## src/rtl/branch_resolve_unit.sv

```systemverilog
// branch_resolve_unit: multi-cycle branch resolver with operand wait and registered redirect handshake
module branch_resolve_unit (
    input  logic        clk,
    input  logic        rst_n,
    input  logic        flush_i,
    input  logic        req_valid_i,
    output logic        req_ready_o,
    input  logic [2:0]  req_op_i,
    input  logic [31:0] req_pc_i,
    input  logic [15:0] req_offset_i,
    input  logic [31:0] opnd_rs_i,
    input  logic [31:0] opnd_rt_i,
    input  logic        opnd_ok_i,
    output logic        redir_valid_o,
    input  logic        redir_ready_i,
    output logic        redir_taken_o,
    output logic [31:0] redir_target_o,
    output logic        busy_o,
    output logic [15:0] stall_cycles_o
);
    typedef enum logic [1:0] {IDLE, WAIT, REDIR} state_t;
    state_t      state_q, state_d;
    logic [2:0]  op_q, op_d;
    logic [31:0] pc_q, pc_d;
    logic [15:0] off_q, off_d;
    logic        taken_q, taken_d;
    logic [31:0] target_q, target_d;
    logic        valid_q, valid_d;
    logic [15:0] stall_q, stall_d;
    logic signed [31:0] rs_s;
    logic        cond;
    logic [31:0] br_off;
    assign rs_s   = opnd_rs_i;
    assign br_off = {{14{off_q[15]}}, off_q, 2'b00};
    // Branch condition on the operands presented this cycle; codes 110/111 are never taken
    always_comb begin
        cond = op_q == 3'd0 ? opnd_rs_i == opnd_rt_i :
               op_q == 3'd1 ? opnd_rs_i != opnd_rt_i :
               op_q == 3'd2 ? rs_s <= 0 :
               op_q == 3'd3 ? rs_s > 0 :
               op_q == 3'd4 ? rs_s < 0 :
               op_q == 3'd5 ? rs_s >= 0 : 1'b0;
    end
    // Next-state logic: flush aborts everything except the stall counter
    always_comb begin
        state_d  = state_q;
        op_d     = op_q;
        pc_d     = pc_q;
        off_d    = off_q;
        taken_d  = taken_q;
        target_d = target_q;
        valid_d  = valid_q;
        stall_d  = stall_q;
        if (flush_i) begin
            state_d  = IDLE;
            op_d     = '0;
            pc_d     = '0;
            off_d    = '0;
            taken_d  = 1'b0;
            target_d = '0;
            valid_d  = 1'b0;
        end else begin
            case (state_q)
                IDLE: if (req_valid_i) begin
                    op_d    = req_op_i;
                    pc_d    = req_pc_i;
                    off_d   = req_offset_i;
                    state_d = WAIT;
                end
                WAIT: if (opnd_ok_i) begin
                    taken_d  = cond;
                    target_d = cond ? pc_q + 32'd4 + br_off : pc_q + 32'd8;
                    valid_d  = 1'b1;
                    state_d  = REDIR;
                end else if (stall_q != 16'hFFFF) begin
                    stall_d = stall_q + 16'd1;
                end
                REDIR: if (redir_ready_i) begin
                    valid_d = 1'b0;
                    state_d = IDLE;
                end
                default: state_d = IDLE;
            endcase
        end
    end
    // State and datapath registers with asynchronous clear
    always_ff @(posedge clk or negedge rst_n) begin
        if (!rst_n) begin
            state_q  <= IDLE;
            op_q     <= '0;
            pc_q     <= '0;
            off_q    <= '0;
            taken_q  <= 1'b0;
            target_q <= '0;
            valid_q  <= 1'b0;
            stall_q  <= '0;
        end else begin
            state_q  <= state_d;
            op_q     <= op_d;
            pc_q     <= pc_d;
            off_q    <= off_d;
            taken_q  <= taken_d;
            target_q <= target_d;
            valid_q  <= valid_d;
            stall_q  <= stall_d;
        end
    end
    assign req_ready_o    = state_q == IDLE;
    assign busy_o         = state_q != IDLE;
    assign redir_valid_o  = valid_q;
    assign redir_taken_o  = taken_q;
    assign redir_target_o = target_q;
    assign stall_cycles_o = stall_q;
endmodule

```

## config.mk

```make
export PLATFORM = sky130hd
export DESIGN_NAME = branch_resolve_unit
export DESIGN_NICKNAME = d
export VERILOG_FILES = /design/src/rtl/branch_resolve_unit.sv
export SDC_FILE = /design/constraint.sdc
export NUM_CORES = 1
export LEC_CHECK = 0
export ABC_AREA = 1
export BUFFER_PORTS_ARGS = -buffer_cell sky130_fd_sc_hd__buf_2
export CORE_MARGIN = 2
export CORE_UTILIZATION = 57
export DETAILED_ROUTE_END_ITERATION = 16
export PLACE_DENSITY = 0.83
export SLEW_MARGIN = 20
export SYNTH_ARGS = -nofsm -noshare
export SYNTH_HDL_FRONTEND = slang
export SYNTH_SLANG_ARGS = --single-unit
```

## constraint.sdc

```tcl
create_clock -name clk -period 2.8 [get_ports clk]
set_input_delay 0.14 -clock clk [delete_from_list [all_inputs] [get_ports clk]]
set_output_delay 0.14 -clock clk [all_outputs]
set_load 0.005 [all_outputs]
```

==> impl_metrics.yaml <==
timing:
  slew_headroom_pct: 38.6
  setup_viol_count_final: 0
  min_period_ns: 2.59
  rsz0062_at_grt: "no"
  finalCritPeriodShare_pct: 92.6
  hold_viol: 0
  skew_ns: 0.0116
  slew_violations: 0
  max_freq_mhz: 386
  worstMarginPinSlew_ns: 0.921
synthesis:
  yosysSeqAreaShare_pct: 30.8
  synth-seq-cells: 103
  synth_cells: 1288
  mappedNetlistNets: 1469
  syn_area_um2: 8360
  yosys_warnings: 0
  yosysTopAreaCell: "dfrtp_1"
  synth_top_area_share_pct: 30.8
  avgSynthCellArea_um2: 6.49
  synth_area_leaders: "dfrtp_1 31%, nand2_1 20%, nand3_1 9.9%"
  synth.distinct_cells: 32
drt:
  wl_per_cell_um: 15.4
  viasPerCell: 5.43
  wl_met3_mm: 1.88
  wl_met1_mm: 10.7
  firstDrtPassIters: 8
  via_count: 9053
  highest_layer: "met4"
  drtAntennaViolNets: 0
  route.met2.wl_mm: 12.0
  wl_mm: 25.7
  drt_first_iter_violations: 745
  drc: 0
finish:
  syn2layout_area_growth_pct: 19.2
  stdcell_area_um2: 9970
  multi_input_area_um2: 5000
  regArea_um2: 2580
  n_antenna_cell: 0
  nets: 1658
  fillers: 1293
  drive_gt1_share_pct: 15.9
clock_tree:
  cts.reportedPaths.clkPinSlew_ns: 0.07
  clk_latency_ns: 0.38
  root_buffer: "clkbuf_16"
  cts_tree: "done"
  numCtsBuffers: 9
  cts.sinks: 103
  cts-htree-levels: 3
  clock_path_buffers: 2
  post-cts-setup-buffer-count: 0
placement:
  portBuffers: 172
  place.gp.congestion: 0.994
  dp_hpwl_mm: 19.9
  place_area_um2: 9520
worst_setup_path:
  path_class: "flop to flop"
  worstSetupEndpointType: "flop"
  required_ns: 3.06
  startpoint_type: "flop"
  cp_max_fo: 4
  crit_arrival_ns: 2.85
floorplan:
  fp.dieH_um: 125
  die_w_um: 125
  io_pins: 173
  die-area_um2: 15700
  num_rows: 44
  initial_core_util_pct: 58.0
  core_um2: 14400
power_and_ir_drop:
  power_density_nw_per_um2: 417
  total_power_uw: 4160
  ir_drop_v: 0.000350
  p_leak_uw: 0.00571
global_routing:
  grt_pass1_wl_mm: 41.6
  grt_max_degree: 75
  grt_overflow_total: 0
  grt_pass1_vias: 8690
  grtUsageTotal_pct: 33.0
  antenna_found_initial: 0
status:
  status: "complete, no violations"
min_path:
  hold_path_class: "input pin to flop"
run:
  cap_violations: 0
[cells in the final DEF (no fill, tap or decap), drive strengths merged]
cell         Yosys  layout
o31ai            1       1
inv            173     176
nand3          167     167
o21ai           42      42
a21oi           32      32
buf              8     199
a31oi            1       1
fa               1       1
ha              59      59
nor4             5       5
and3             1       1
xnor2           28      28
nor2            99      99
nand2          453     453
clkbuf          25      10
nand4           21      21
clkinv           2       4
and2             4       4
bufinv           0       1
xor2            35      35
or4              1       1
nand3b           3       3
o21bai           7       7
nor3            16      16
dlygate4sd3      0      12
or2              1       1
dfrtp          103     103
[synth_stat cells (all sizes together)]
master / count
dfrtp: 103
nand3: 167
clkinv: 2
nand2: 453
or4: 1
clkbuf: 25
a31oi: 1
o21bai: 7
nor4: 5
a21oi: 32
fa: 1
and2: 4
nor2: 99
o21ai: 42
inv: 173
xnor2: 28
or2: 1
xor2: 35
and3: 1
ha: 59
nand4: 21
o31ai: 1
buf: 8
nand3b: 3
nor3: 16
[area by class of cell]
cell class	instances	area share, %
clock inverter	6	0.753
clock buffer	10	2.40
tap	184	2.31
sequential	103	25.9
timing repair buffer	211	11.9
multi-input combinational	977	50.2
inverter	175	6.59
[critical path: stages (launching register included)]
cell,delay (ns)
dfrtp_1,0.40
ha_1,0.30
ha_2,0.24
inv_1,0.07
fa_1,0.44
nor2_1,0.16
nor2_2,0.09
inv_1,0.08
nand2_1,0.06
nand3_2,0.13
nand2_1,0.10
nand2_1,0.08
nand2_1,0.05
nand2_1,0.05
nand3_1,0.07
nand3_1,0.11
nand2_1,0.06
[cell families after synthesis]
| kind of cell | count (synthesis) | share of synthesized area [%] |
|---|---|---|
| compound gates | 83 | 5.27 |
| xor+xnor | 63 | 6.60 |
| flops | 103 | 30.8 |
| buf+inv | 208 | 9.60 |
| simple gates | 771 | 38.7 |
| fa+ha+maj | 60 | 9.07 |
[what timing repair did]
item | CTS | global route
cloned | 0 | 0
gates resized for setup | 1 | 6
pin swaps | 0 | 0
hold endpoints to repair | 82 | 0
hold buffers | 12 | 0
endpoints found under the setup margin | 1 | 10
[registers in the layout (all words and copies together) (netlist names)]
name            count
stall_cycles_o     16
state_q             2
off_q              16
op_q                3
pc_q               32
redir_target_o     32
redir_taken_o       1
redir_valid_o       1
[path summary, 6_finish.rpt]
check	startpoint	endpoint	slack [ns]	depth (start not counted)
max in group asynchronous	rst_n	off_q[15]	1.57	3
max	off_q[1]	redir_target_o[31]	0.21	16
max reg2reg	off_q[1]	redir_target_o[31]	0.21	16
min reg2reg	redir_target_o[4]	redir_target_o[4]	0.48	2
min in group asynchronous	rst_n	stall_cycles_o[15]	0.45	2
min	req_offset_i[8]	off_q[8]	0.002	3
[routing by layer]
layer | vias to the layer above | track usage, %
li1 | 4472 | -
met1 | 4088 | 41.7
met2 | 414 | 55.6
met3 | 79 | 5.35
met4 | 0 | 15.8
met5 | - | 0
[per-stage QoR]
| stage | hold slack, ns | utilization [%] | setup TNS (ns) | instances | worst slack, ns |
|---|---|---|---|---|---|
| 2_1_floorplan | -0.156 | - | 0 | 1288 | 0.393 |
| 3_3_place_gp | 0.333 | 66.0 | 0 | 1638 | 0.0316 |
| 3_5_place_dp | 0.327 | 66.0 | -0.00754 | 1638 | -0.00754 |
| 4_1_cts | 0.0000631 | 69.0 | 0 | 1666 | 0.105 |
| 5_1_grt | 0.0216 | 69.1 | 0 | 1666 | 0.0108 |
| 6_report | 0.00200 | 69.1 | 0 | 1666 | 0.208 |
[power breakdown]
| group | internal [µW] | total, µW | switching, µW |
|---|---|---|---|
| clock | 735 | 1380 | 647 |
| combinational | 416 | 1070 | 658 |
| sequential | 1590 | 1710 | 114 |
| total | 2740 | 4160 | 1420 |
Note: power is estimated with default switching activity, not from simulation.
